[config.mk]
export PLATFORM = sky130hd
export DESIGN_NAME = ssd_scan_ctrl_flat
export DESIGN_NICKNAME = d
export VERILOG_FILES = /design/src/rtl/ssd_scan_ctrl_if.sv /design/src/rtl/ssd_scan_ctrl.sv /design/src/flat_wrapper.sv
export SDC_FILE = /design/constraint.sdc
export NUM_CORES = 1
export LEC_CHECK = 0
export BUFFER_PORTS_ARGS = -buffer_cell sky130_fd_sc_hd__buf_2
export CAP_MARGIN = 20
export CORE_UTILIZATION = 50
export DETAILED_ROUTE_END_ITERATION = 8
export PLACE_DENSITY = 0.81
export SYNTH_ARGS = -nofsm -noshare
export SYNTH_HDL_FRONTEND = slang
export SYNTH_SLANG_ARGS = --single-unit
[constraint.sdc]
create_clock -name CLK -period 2.7 [get_ports CLK]
set_input_delay 0.27 -clock CLK [delete_from_list [all_inputs] [get_ports CLK]]
set_output_delay 0.27 -clock CLK [all_outputs]
set_load 0.02 [all_outputs]
[src/rtl/ssd_scan_ctrl_if.sv]
// ssd_scan_ctrl_if
//   Shadow-load bus between the datapath (master) and the scan controller
//   (slave).
//   value   [15:0]  hex digits, digit i = value[4i+3:4i], digit 0 rightmost
//   dp      [3:0]   decimal point per digit, 1 = lit
//   en      [3:0]   digit enable per digit, 0 = dark for its slot
//   upd_req         level request to load value/dp/en at the next frame boundary
//   upd_ack         one-cycle pulse marking a completed shadow load
interface ssd_scan_ctrl_if;
    logic [15:0] value;
    logic [3:0]  dp;
    logic [3:0]  en;
    logic        upd_req;
    logic        upd_ack;

    modport master (output value, dp, en, upd_req, input  upd_ack);
    modport slave  (input  value, dp, en, upd_req, output upd_ack);
endinterface

[src/rtl/ssd_scan_ctrl.sv]
// ssd_scan_ctrl
//   Four-digit seven-segment scan controller. Time-shares one active-low
//   segment bus across four common-anode digits, SCAN_DIV cycles per digit
//   slot. Phase 0 of each slot is a ghost-guard cycle with everything dark.
//   value/dp/en are copied into shadow registers only on the frame boundary
//   (digit 3 -> 0 wrap) so a frame never shows mixed old/new data.
//
// Ports
//   CLK          system clock, rising edge
//   rst_n        synchronous active-low reset
//   bus          ssd_scan_ctrl_if.slave (value, dp, en, upd_req, upd_ack)
//   ssd_ctl[3:0] digit select, active-low
//   seg[7:0]     {a,b,c,d,e,f,g,dp}, active-low
//
// Optional build macro
//   SSD_LEADING_ZERO_BLANK_EN  darkens leading zero digits 3..1 (digit 0
//                              always shows), judged on shadow contents.
module ssd_scan_ctrl #(
    parameter int SCAN_DIV = 50000
) (
    input  logic                CLK,
    input  logic                rst_n,
    ssd_scan_ctrl_if.slave      bus,
    output logic [3:0]          ssd_ctl,
    output logic [7:0]          seg
);

    localparam int PW = (SCAN_DIV > 2) ? $clog2(SCAN_DIV) : 1;
    localparam logic [PW-1:0] PH_LAST = PW'(SCAN_DIV - 1);

    logic [PW-1:0] ph, ph_nxt;
    logic [1:0]    idx, idx_nxt;
    logic          wrap, boundary, load;

    logic [15:0]   sh_val;
    logic [3:0]    sh_dp;
    logic [3:0]    sh_en;

    logic [3:0]    nib;
    logic [3:0]    lz_blank;
    logic [3:0]    ctl_nxt;
    logic [7:0]    seg_nxt;

    // Segments a..g, active-low, for one hex digit.
    function automatic logic [6:0] glyph(input logic [3:0] n);
        case (n)
            4'h0: glyph = 7'h01;
            4'h1: glyph = 7'h4F;
            4'h2: glyph = 7'h12;
            4'h3: glyph = 7'h06;
            4'h4: glyph = 7'h4C;
            4'h5: glyph = 7'h24;
            4'h6: glyph = 7'h20;
            4'h7: glyph = 7'h0F;
            4'h8: glyph = 7'h00;
            4'h9: glyph = 7'h04;
            4'hA: glyph = 7'h08;
            4'hB: glyph = 7'h60;
            4'hC: glyph = 7'h31;
            4'hD: glyph = 7'h42;
            4'hE: glyph = 7'h30;
            default: glyph = 7'h38;
        endcase
    endfunction

    always_comb begin
        wrap     = (ph == PH_LAST);
        ph_nxt   = wrap ? '0 : ph + PW'(1);
        idx_nxt  = wrap ? idx + 2'd1 : idx;
        boundary = wrap && (idx == 2'd3);
        load     = boundary && bus.upd_req;
    end

    // Outputs are registered from the next phase/index so they line up
    // with the counters. Shadow changes only on the boundary edge, whose
    // next phase is the ghost guard, so using the current shadow is safe.
    always_comb begin
        nib      = sh_val[{idx_nxt, 2'b00} +: 4];
        lz_blank = 4'b0000;
`ifdef SSD_LEADING_ZERO_BLANK_EN
        lz_blank[3] = (sh_val[15:12] == 4'h0);
        lz_blank[2] = lz_blank[3] && (sh_val[11:8] == 4'h0);
        lz_blank[1] = lz_blank[2] && (sh_val[7:4]  == 4'h0);
`endif
        ctl_nxt = 4'b1111;
        seg_nxt = 8'hFF;
        if (ph_nxt != '0 && sh_en[idx_nxt] && !lz_blank[idx_nxt]) begin
            ctl_nxt = ~(4'b0001 << idx_nxt);
            seg_nxt = {glyph(nib), ~sh_dp[idx_nxt]};
        end
    end

    always_ff @(posedge CLK) begin
        if (!rst_n) begin
            ph          <= '0;
            idx         <= 2'd0;
            sh_val      <= 16'h0000;
            sh_dp       <= 4'h0;
            sh_en       <= 4'hF;
            ssd_ctl     <= 4'b1111;
            seg         <= 8'hFF;
            bus.upd_ack <= 1'b0;
        end else begin
            ph          <= ph_nxt;
            idx         <= idx_nxt;
            if (load) begin
                sh_val <= bus.value;
                sh_dp  <= bus.dp;
                sh_en  <= bus.en;
            end
            ssd_ctl     <= ctl_nxt;
            seg         <= seg_nxt;
            bus.upd_ack <= load;
        end
    end

endmodule

[src/flat_wrapper.sv]
// flat-port wrapper written by rule: the top's interface ports become plain ports
module ssd_scan_ctrl_flat 
#(
    parameter int SCAN_DIV = 50000
)
  (CLK, rst_n, ssd_ctl, seg, bus_value, bus_dp, bus_en, bus_upd_req, bus_upd_ack);
  ssd_scan_ctrl_if bus_i ();
  input  logic CLK;
  input  logic rst_n;
  output logic [3:0] ssd_ctl;
  output logic [7:0] seg;
  input wire logic [$bits(bus_i.value)-1:0] bus_value;
  input wire logic [$bits(bus_i.dp)-1:0] bus_dp;
  input wire logic [$bits(bus_i.en)-1:0] bus_en;
  input wire logic [$bits(bus_i.upd_req)-1:0] bus_upd_req;
  output wire logic [$bits(bus_i.upd_ack)-1:0] bus_upd_ack;
  assign bus_i.value = bus_value;
  assign bus_i.dp = bus_dp;
  assign bus_i.en = bus_en;
  assign bus_i.upd_req = bus_upd_req;
  assign bus_upd_ack = bus_i.upd_ack;
  ssd_scan_ctrl #(.SCAN_DIV(SCAN_DIV)) u_core (.CLK(CLK), .rst_n(rst_n), .bus(bus_i), .ssd_ctl(ssd_ctl), .seg(seg));
endmodule
## After elaboration in Yosys (flattened, before gate mapping)

Memory sizes are Yosys's and may differ from the RTL's. A register that Yosys moved wholly into a read port is not among the register bits.
Index checks and enable logic that the tools add are counted.
Widths: inputs -> output; s select.

| word-level totals | value |
|---|---|
| register bits after elaboration | 55 |
| bits in latches | 0 |
| bits in writable memories | 0 |
| memory bits (read-only) | 112 |
| bits of input ports | 27 |
| output and inout bits | 13 |
| logic and storage cells | 34 |
| memories kept | 1 |

| cells by class | value |
|---|---|
| add/subtract/negate cells | 2 |
| multiply operators | 0 |
| div/mod/pow operators | 0 |
| order comparisons | 1 |
| equal/unequal tests | 2 |
| shifts and indexed selects | 2 |
| mux-type cells | 8 |
| bitwise gates (word level) | 2 |
| reduce and logical (&&, ||, !) cells | 8 |

Memories:

| name | depth | bits a word | rd ports | clocked after memory_dff | wr ports | line | RTL |
|---|---|---|---|---|---|---|---|
| (no name shown) | 16 | 7 | 1 | 1 | 0 | ssd_scan_ctrl.sv:46 | `case (n)` |

Operator list:

| kind | count |
|---|---|
| $add 16x1->16 const B | 1 |
| $eq 16x16->1 const B | 1 |
| $mux 16 | 1 |
| $reduce_bool 16->1 | 1 |
| $shiftx 16x5->4 | 1 |
| $bmux 1 s2 | 3 |
| $logic_and 1x1->1 | 4 |
| $not 4->4 | 1 |
| $shl 1x2->4 const A | 1 |
| $lt 2x3->1 const B | 1 |
| $mux 1 | 3 |
| $add 2x1->2 const B | 1 |
| $eq 2x2->1 const B | 1 |
| $logic_not 1->1 | 2 |
| $mux 2 | 1 |
| $reduce_and 2->1 | 1 |
| $not 1->1 | 1 |

## Logic depth before layout (Yosys ltp)

| depth | value |
|---|---|
| depth after elaboration | 8 |
| gate-level depth with buffers | 15 |
| mapped depth without buffers | 12 |

## Worst setup path before layout

No wires, ideal clock.

| path | value |
|---|---|
| path type | reg2reg |
| from | reg u_core.ph[0] |
| to | reg u_core.seg[3] |
| setup time | 0.082 ns |
| data arrival time | 2.756 ns |
| slack | -0.139 ns |
| stages on the path, launching flop included | 14 |
| path buffers | 2 |
| period minus slack after synthesis | 2.839 ns |
| path through | dfxtp_1 ha_1 and3_1 buf_2 and4_4 buf_6 mux2_2 a211oi_1 o221ai_1 inv_1 ha_1 inv_1 mux2_2 o221ai_1 |

| between the ends | value |
|---|---|
| word-level cells in the longest chain between the ends | 8 |
| elaborated cells on any way between the ends | 15 |

RTL lines:

| what | line | RTL |
|---|---|---|
| from (decl) | ssd_scan_ctrl.sv:31 | `logic [PW-1:0] ph, ph_nxt;` |
| from (signal assigned) | ssd_scan_ctrl.sv:104 | `ph <= ph_nxt;` |
| branches (longest 8 deep; another with $add 16x1->16) | - |  |
| to (decl) | ssd_scan_ctrl.sv:25 | `output logic [7:0] seg` |

Several ways; the timed one is not identified. The select of a mux whose other input is x is not followed.
A chain may end at the register's enable or synchronous reset.

## Worst setup path in the final report

| path | value |
|---|---|
| from | reg u_core.ph[1] |
| to | reg u_core.ssd_ctl[2] |

| between the ends | value |
|---|---|
| word-level cells in the longest chain between the ends | 7 |
| elaborated cells on any way between the ends | 15 |

RTL lines:

| what | line | RTL |
|---|---|---|
| branches (longest 7 deep; another with $add 16x1->16) | - |  |
| to (signal assigned) | ssd_scan_ctrl.sv:111 | `ssd_ctl <= ctl_nxt;` |
| to (decl) | ssd_scan_ctrl.sv:24 | `output logic [3:0] ssd_ctl,` |

Several ways; the timed one is not identified. The select of a mux whose other input is x is not followed.

==> metrics.cfg <==
[run_status]
status=complete, no violations

[critical_path]
critPathLaunchType=flip-flop
r2r_slack_ps=70
arrival_ps=2850
critPathKind=reg -> reg
slowest_delay_ps=530
path_delay_family=simple AND/OR/NAND/NOR gates
cp_num_buf_inv=2
crit_top_cell=buf_6
crit_fanout=7
critical_path.slowest_cell=or4b_4
crit_chain=ha_4, and3_4, and4_4, buf_6, nand3b_1, a21oi_1, or4b_4, a211oi_4, buf_6, or2b_1
end_kind=flip-flop
required_ps=2920

[detailed_routing]
via_count=2665
wl_per_cell_um=14.3
vias_per_cell=5.54
drtAntennaViolNets=0
drtIter0Drc=187
wl_um=6890
drtPass1Iterations=5
remaining_drc_errors=0

[power]
power_density_mw_per_mm2=397
power_leakage_nw=1.46
internal-power_mw=1.07
power.share.combinational=0.071
peakVddDrop_mv=0.272
p_sw_mw=0.353
seq_power_share=0.586
power_mw=1.42
p_clk_frac=0.343
p_sw_frac=0.248

[floorplan]
die_w_um=79.4
fp-row-count=27
die_y_um=79.4
io_pins=40
die-area_mm2=0.00630
core_mm2=0.00564
start_util=0.530

[clock_network]
cts_sinks=55
cts_buffer_depth=2
htreeDepth=2
insertion_delay_ps=320
cts_root_buf=clkbuf_8
cts-hold-fix-buffers=0
cts_made_buffers=5
cts.clk_slew.worst_paths_ps=110
cts_tree=done

[yosys]
synth_ff_type=dfxtp_1
synth_cell_types=54
yosysTopAreaCellShare=0.368
yosys.area.top_type=dfxtp_1
syn_nets=391
synth_common_cells=nand2_1 (60), dfxtp_1 (55), nor2_1 (27), a21boi_0 (21), nand3_1 (17)
ys_async_sr_fraction=0
synthCells=356
syn-cell-area_mm2=0.00299
yosysWarnings=0
ys_seq_area_frac=0.368
syn_area_per_cell_um2=8.40
synthMostInstantiatedCell=nand2_1
synth_edf_count=0
ys_ff_latch=55
synth_area_leaders=dfxtp_1 (37%), nand2_1 (7.5%), a21boi_0 (5.3%), mux2i_1 (4.7%), xnor2_1 (3.5%)

[grt]
grt_max_degree=37
antenna_found_initial=0
grt-ovfl-total=0
track_usage=0.229
grt_pass1_vias=2430
grt_pass1_wl_um=11300

[timing]
finalCriticalPeriod_ps=2630
setup_viol=0
skew_ps=8.08
fin_tns_setup_ps=0
hold_viol_final=0
fin_hold_ws_ps=161
fmax_ghz=0.380
relSlewSlack=0.653
grt_setup_unrepaired=true
fin_crit_sh=0.974
drv_slew=0
worst_pin_slew_ps=518

[finish]
drive_gt1_frac=0.271
final_nets=443
fillers=474
diodes=0
areaGrowthSynthToFinish_pct=19.5
finalCoreUtilization=0.634
fin_cells=481

[worst_hold_path]
hp-class=in -> reg

[job]
cap_violations=0

[placement]
gp_congestion=0.867
port_buffers=39
dp_cells=467
dpl.hpwl_um=4840

-- registers in the layout (all words and copies together) (netlist names) --
register / flops
u_core.bus.upd_ack: 1
u_core.idx: 2
u_core.ph: 16
u_core.seg: 8
u_core.sh_dp: 4
u_core.sh_en: 4
u_core.sh_val: 16
u_core.ssd_ctl: 4
-- cell families after synthesis --
| group | synth area share |
|---|---|
| xor gates and xnor gates | 0.0586 |
| adders and majority gates | 0.0335 |
| buffers and inverters | 0.0623 |
| AOI/OAI and AO/OA | 0.133 |
| and+or+nand+nor | 0.283 |
| muxes | 0.0619 |
| DFF | 0.368 |
-- layout by cell type (no fill, tap or decap), types with 3 or more instances in the layout --
cell type	synthesis	final
a21boi_0	21	21
a21oi_1	9	7
and2_1	8	8
and3_1	8	7
buf_2	8	39
buf_4	3	29
clkbuf_8	0	5
dfxtp_1	55	51
ha_1	8	4
inv_1	10	9
inv_6	0	3
mux2_2	4	3
mux2i_1	14	14
nand2_1	60	60
nand2b_1	6	6
nand3_1	17	17
nand3b_1	3	3
nand4_1	5	5
nor2_1	27	27
nor2b_1	3	3
nor3_1	10	10
o211ai_1	3	3
o221ai_1	5	4
xnor2_1	12	12
xor2_1	8	8
-- through the flow --
stage          worst slack (ps)  instance area (µm²)
2_1_floorplan              2.78                 3010
3_3_place_gp               79.8                 3340
3_5_place_dp              -28.4                 3340
4_1_cts                    29.0                 3460
5_1_grt                   -37.4                 3580
6_report                   70.9                 3580
-- path summary, 6_finish.rpt --
path                                   start           endpoint  cells after the start
worst max-delay path            u_core.ph[1]  u_core.ssd_ctl[2]                     10
worst min-delay path               bus_en[3]    u_core.sh_en[3]                      3
worst max register to register  u_core.ph[1]  u_core.ssd_ctl[2]                     10
worst min register to register  u_core.ph[0]       u_core.ph[0]                      1
-- final cells by class --
class                           instances  area [µm²]  area share
Tap cell                               72        90.1      0.0252
Clock inverter                          3        26.3     0.00735
Multi-Input combinational cell        265        1800       0.503
Sequential cell                        55        1110       0.311
Inverter                               10        37.5      0.0105
Timing Repair Buffer                   71         443       0.124
Clock buffer                            5        68.8      0.0192
-- worst min-delay path: stages --
cell and delay, ps:
buf_2 70, nand2_1 40, nand3_1 70
-- power groups by stage --
stage | clock [mW] | combinational, mW | sequential, mW
floorplan | 0 | 0.0361 | 0.864
global placement | 0 | 0.0870 | 0.849
detailed placement | 0 | 0.0885 | 0.851
CTS | 0.498 | 0.0894 | 0.832
global route | 0.528 | 0.110 | 0.835
finish | 0.487 | 0.101 | 0.833
-- routing by layer --
metal  GRT usage  routed length (µm)  vias to the layer above
met1       0.312                3220                     1245
met3      0.0460                 361                        7
met2       0.367                3240                       87
li1            -                   -                     1326
met5           0                   0                        -
met4      0.0582                  67                        0
-- timing repair --
| item | 4_1_cts | 5_1_grt |
|---|---|---|
| resized for setup | 1 | 22 |
| hold endpoints to repair | 0 | 0 |
| gates cloned | 0 | 1 |
| pin swaps | 0 | 9 |
| endpoints found under the setup margin | 1 | 11 |
| setup buffers | 3 | 2 |
(Power assumes the default switching activity.)
